--- config.mk ---
export PLATFORM = sky130hd
export DESIGN_NAME = seq_divider
export DESIGN_NICKNAME = d
export VERILOG_FILES = /design/src/rtl/div_pkg.sv /design/src/rtl/div_step.sv /design/src/rtl/full_adder.sv /design/src/rtl/seq_divider.sv
export SDC_FILE = /design/constraint.sdc
export NUM_CORES = 1
export LEC_CHECK = 0
export BUFFER_PORTS_ARGS = -buffer_cell sky130_fd_sc_hd__buf_2
export CORE_ASPECT_RATIO = 0.7
export CORE_UTILIZATION = 50
export CTS_CLUSTER_DIAMETER = 100
export DETAILED_ROUTE_END_ITERATION = 7
export MAX_ROUTING_LAYER = met4
export PLACE_DENSITY_LB_ADDON = 0.12
export SYNTH_ARGS = -nofsm -noshare
export SYNTH_HDL_FRONTEND = slang
export SYNTH_SLANG_ARGS = --single-unit
--- constraint.sdc ---
create_clock -name clock -period 5.2 [get_ports clock]
set_input_delay 1.04 -clock clock [delete_from_list [all_inputs] [get_ports clock]]
set_output_delay 1.04 -clock clock [all_outputs]
set_load 0.05 [all_outputs]
--- src/rtl/div_pkg.sv ---
// Shared types and constants for the sequential divider.
// Exports the FSM state enum, default width, latency and INT_MIN.
package div_pkg;

    localparam int DIV_WIDTH   = 32;
    localparam int DIV_LATENCY = 34;

    localparam logic [DIV_WIDTH-1:0] INT_MIN =
        {1'b1, {(DIV_WIDTH-1){1'b0}}};

    typedef enum logic [1:0] {
        IDLE = 2'd0,
        RUN  = 2'd1,
        SIGN = 2'd2,
        DONE = 2'd3
    } div_state_t;

endpackage

--- src/rtl/div_step.sv ---
// One restoring-division iteration on unsigned magnitudes.
// Ports: r, q, b -> r_next, q_next (shift, trial subtract, select).
module div_step
    import div_pkg::*;
#(
    parameter int WIDTH = DIV_WIDTH
) (
    input  logic [WIDTH-1:0] r,
    input  logic [WIDTH-1:0] q,
    input  logic [WIDTH-1:0] b,
    output logic [WIDTH-1:0] r_next,
    output logic [WIDTH-1:0] q_next
);

    logic [WIDTH-1:0] rs;
    logic [WIDTH-1:0] diff;
    logic             co;
    logic             fit;

    assign rs = {r[WIDTH-2:0], q[WIDTH-1]};

    // rs + ~b + 1: carry-out set means no borrow
    full_adder #(.WIDTH(WIDTH)) u_sub (
        .a   (rs),
        .b   (~b),
        .cin (1'b1),
        .sum (diff),
        .cout(co)
    );

    // a bit shifted out of r means rs already exceeds b
    assign fit    = co | r[WIDTH-1];
    assign r_next = fit ? diff : rs;
    assign q_next = {q[WIDTH-2:0], fit};

endmodule

--- src/rtl/full_adder.sv ---
// WIDTH-bit adder with carry in/out, shared by subtractor and negators.
// Ports: a, b, cin -> sum, cout.
module full_adder #(
    parameter int WIDTH = 32
) (
    input  logic [WIDTH-1:0] a,
    input  logic [WIDTH-1:0] b,
    input  logic             cin,
    output logic [WIDTH-1:0] sum,
    output logic             cout
);

    assign {cout, sum} = {1'b0, a} + {1'b0, b}
                       + {{WIDTH{1'b0}}, cin};

endmodule

--- src/rtl/seq_divider.sv ---
// Multi-cycle signed divider: restoring, one bit per cycle.
// Ports: clock, reset_n, ctrl_div, data_operandA/B in;
//        data_result, data_remainder, data_exception,
//        data_resultRDY (1-cycle pulse), busy out.
module seq_divider
    import div_pkg::*;
#(
    parameter int WIDTH = DIV_WIDTH
) (
    input  logic             clock,
    input  logic             reset_n,
    input  logic             ctrl_div,
    input  logic [WIDTH-1:0] data_operandA,
    input  logic [WIDTH-1:0] data_operandB,
    output logic [WIDTH-1:0] data_result,
    output logic [WIDTH-1:0] data_remainder,
    output logic             data_exception,
    output logic             data_resultRDY,
    output logic             busy
);

    localparam int CW = $clog2(WIDTH);
    localparam logic [WIDTH-1:0] MINV =
        {1'b1, {(WIDTH-1){1'b0}}};
    localparam logic [CW-1:0] LAST = CW'(WIDTH - 1);

    div_state_t       state;
    logic [CW-1:0]    count;
    logic [WIDTH-1:0] mag_b;
    logic [WIDTH-1:0] r;
    logic [WIDTH-1:0] q;
    logic             qsign;
    logic             rsign;
    logic             ovf;

    logic [WIDTH-1:0] step_r;
    logic [WIDTH-1:0] step_q;
    logic [WIDTH-1:0] nx_in;
    logic [WIDTH-1:0] ny_in;
    logic [WIDTH-1:0] nx;
    logic [WIDTH-1:0] ny;
    logic             negx_unused;
    logic             negy_unused;

    div_step #(.WIDTH(WIDTH)) u_step (
        .r     (r),
        .q     (q),
        .b     (mag_b),
        .r_next(step_r),
        .q_next(step_q)
    );

    // Negators are shared: operand magnitudes on
    // accept, result sign fix-up in SIGN.
    assign nx_in = (state == SIGN) ? q : data_operandA;
    assign ny_in = (state == SIGN) ? r : data_operandB;

    full_adder #(.WIDTH(WIDTH)) u_negx (
        .a   (~nx_in),
        .b   ({WIDTH{1'b0}}),
        .cin (1'b1),
        .sum (nx),
        .cout(negx_unused)
    );

    full_adder #(.WIDTH(WIDTH)) u_negy (
        .a   (~ny_in),
        .b   ({WIDTH{1'b0}}),
        .cin (1'b1),
        .sum (ny),
        .cout(negy_unused)
    );

    always_ff @(posedge clock or negedge reset_n) begin
        if (!reset_n) begin
            state          <= IDLE;
            count          <= '0;
            mag_b          <= '0;
            r              <= '0;
            q              <= '0;
            qsign          <= 1'b0;
            rsign          <= 1'b0;
            ovf            <= 1'b0;
            data_result    <= '0;
            data_remainder <= '0;
            data_exception <= 1'b0;
            data_resultRDY <= 1'b0;
            busy           <= 1'b0;
        end else begin
            data_resultRDY <= 1'b0;
            unique case (state)
                IDLE, DONE: begin
                    state <= IDLE;
                    if (ctrl_div) begin
                        if (data_operandB == '0) begin
                            state          <= DONE;
                            data_result    <= '0;
                            data_remainder <= '0;
                            data_exception <= 1'b1;
                            data_resultRDY <= 1'b1;
                            busy           <= 1'b0;
                        end else begin
                            state <= RUN;
                            busy  <= 1'b1;
                            count <= '0;
                            r     <= '0;
                            q     <= data_operandA[WIDTH-1]
                                   ? nx : data_operandA;
                            mag_b <= data_operandB[WIDTH-1]
                                   ? ny : data_operandB;
                            qsign <= data_operandA[WIDTH-1]
                                   ^ data_operandB[WIDTH-1];
                            rsign <= data_operandA[WIDTH-1];
                            ovf   <= (data_operandA == MINV)
                                   && (&data_operandB);
                        end
                    end
                end
                RUN: begin
                    r     <= step_r;
                    q     <= step_q;
                    count <= count + 1'b1;
                    if (count == LAST)
                        state <= SIGN;
                end
                SIGN: begin
                    // remainder follows dividend sign
                    data_result    <= qsign ? nx : q;
                    data_remainder <= rsign ? ny : r;
                    data_exception <= ovf;
                    data_resultRDY <= 1'b1;
                    busy           <= 1'b0;
                    state          <= DONE;
                end
                default: state <= IDLE;
            endcase
        end
    end

endmodule
==> results.cfg <==
[synth]
synth_compound_area_share_pct = 23.6
ys_types = 74
syn_area_mm2 = 0.0126
yosysWarningCount = 0
synthesis.nets = 1693
ys_seq_elements = 173
synth-simple-area-share_pct = 20.4
synth_adder_area_share_pct = 3.92
synth_xor_xnor_area_share_pct = 7.55
synth_top_area_share_pct = 34.2
yosysMostFrequentCell = nand2_1
synth.largest_area_cell = dfrtp_1
postSynthCellCount = 1587
ys_seq_area_share_pct = 34.2
synth_top_family_by_area = compound AO/OA/AOI/OAI gates
yosys-top-cells-area = dfrtp_1 (34%), o21ai_0 (8.3%), nand2_1 (6.4%)
synth_common_cells = nand2_1 (215), o21ai_0 (210), dfrtp_1 (173), nor2_1 (141), a21oi_1 (108)
synth_edf_count = 0
syn_area_per_cell_um2 = 7.97
synthMuxAreaShare_pct = 5.51
synth-async-reset-ratio_pct = 100
ys.flop_type = dfrtp_1

[clock_network]
insertion_delay_ps = 450
cts_buffer_depth = 2
cts_sinks = 173
postCtsHoldBufs = 0
cts_buffers = 17
cts_root_buffer = clkbuf_16
clkTransAtPathRegs_ps = 70
cts_tree = done
ctsResizeCount = 0
htreeDepth = 4
cts_setup_buffers = 0

[die]
io_pins = 134
coreArea_mm2 = 0.0247
start_util_pct = 51.1
row_count = 48
die_area_mm2 = 0.0259
fp.dieH_um = 135
die_w_um = 192

[worst_setup_path]
crit_arrival_ps = 4500
ff2ff_path_depth = 11
cp-endpoint = q[28]
critPathCaptureType = flip-flop
r2r-start = state[0]
crit_type = flip-flop to flip-flop
crit_fanout = 74
crit_start = state[0]
reg2reg_to = q[28]
required_ps = 5510
start_kind = flip-flop
r2r_slack_ps = 1010

[grt]
grt_pass1_vias = 11000
grt_max_degree = 109
grt_use_total_pct = 34.2
antenna_found_initial = 3
grt-ovfl-total = 0
grt_pass1_wl_um = 65300

[sta]
drv_slew = 0
skew_ps = 12.4
timing.final.crit_share_pct = 80.6
slew_headroom_pct = 36.9
final.setup.tns_ps = 0
hold_viol = 0
tightest_slew_ps = 947
grt_setup_unrepaired = no
post-route-min-period_ps = 4190
setup_viol = 0
fmax_mhz = 239

[routing]
vias_per_cell = 6.14
routed_wirelength_um = 42400
drt_iter0_drc = 1326
drc_errors = 0
wl_per_cell_um = 21.2
dr.pass1.iters = 5
antenna_left = 0
num_vias = 12300

[final_layout]
drive_gt1_share_pct = 13.2
area_delta_synth_final_pct = 11.9
stdcell_count = 1998
fin_nets = 1763
fill_cells = 2330

[pwr]
vdd.ir_drop.worst_v = 0.000479
p_leak_nw = 6.34
powerDensity_mw_per_mm2 = 713

[placed_design]
io_buffers = 133
globalplace.congestion = 1.05
dp_hpwl_um = 30100
dp_cells = 1963

[outcome]
status = finished, final reports clean

[min_path]
hold_class = flip-flop to flip-flop
hold_depth = 2

[job]
maxCapViolCount = 0
==> cells in the final DEF (no fill, tap or decap), types with 15 or more instances in the layout <==
master,n
ha_1,36
a22o_1,16
nor3_1,39
a21o_1,15
dfrtp_1,173
a21oi_1,107
nand3_1,24
buf_2,132
buf_4,18
nor2_1,141
o21ai_0,210
xor2_1,55
inv_1,49
xnor2_1,54
nand2_1,215
clkbuf_16,17
nor3b_1,16
mux2i_1,64
==> worst min-delay path by stage <==
| stage | from | slack [ps] | endpoint |
|---|---|---|---|
| 3_5_place_dp | data_result[27] | 460 | data_result[27] |
| 6_report | data_result[24] | 470 | data_result[24] |
| 4_1_cts | data_result[29] | 480 | data_result[29] |
| 3_3_place_gp | data_result[25] | 450 | data_result[25] |
| 2_1_floorplan | count[4] | 450 | count[4] |
| 5_1_grt | data_result[5] | 500 | data_result[5] |
==> through the flow <==
stage          cell area (µm²)  power [mW]  setup slack [ps]  utilization [%]  hold WS, ps
5_1_grt                  14200        10.8               711             57.2          504
6_report                 14200        10.1              1010             57.2          471
3_3_place_gp             13500        8.49              1210             54.6          454
2_1_floorplan            12600        6.93               212                -          445
3_5_place_dp             13500        8.57              1160             54.6          465
4_1_cts                  14100        10.0              1120             57.2          480
==> kinds of logic after synthesis <==
group | count (synthesis)
AND/OR/NAND/NOR | 554
AO/OA/AOI/OAI | 492
flip-flops | 173
buffers and inverters | 151
XOR/XNOR | 109
multiplexers | 69
adder cells (fa/ha/maj) | 39
==> power breakdown <==
| group | internal, mW | switching, mW |
|---|---|---|
| sequential | 1.94 | 0.581 |
| combinational | 2.01 | 4.15 |
| clock | 0.821 | 0.598 |
==> area by class of cell <==
type	instances	area [µm²]	area share, %
diodes	3	7.51	0.0530
inverters	50	188	1.33
clock buffers	19	443	3.13
well taps	325	407	2.87
multi-input cells	1263	7760	54.8
flip-flops and latches	173	4330	30.6
repair buffers	152	830	5.86
clock inverters	13	189	1.33
==> worst max-delay path: stages (launching register included) <==
cell      delay (ps)
dfrtp_1          400
inv_1            100
ha_4             670
or4b_4           550
a222oi_1         550
nand4_2          360
or4_4            640
nor3b_2          210
xnor2_1          180
a211oi_2         100
a21oi_1          200
o21ai_2           60
==> registers in the layout, summed over array words and instances (netlist names) <==
name            flops
busy                1
q                  32
rsign               1
r                  32
mag_b              32
state               2
data_result        32
qsign               1
data_exception      1
ovf                 1
count               5
data_resultRDY      1
data_remainder     32
==> layer usage <==
| metal | part of all wire (%) | vias to the layer above | track usage, % |
|---|---|---|---|
| met5 | 0 | - | - |
| met3 | 9.2 | 42 | 7.85 |
| met1 | 50 | 5920 | 53.4 |
| met2 | 39 | 509 | 43.0 |
| li1 | - | 5796 | - |
| met4 | 1.7 | 0 | 8.49 |
No activity file was read; power rests on OpenSTA's default activity.
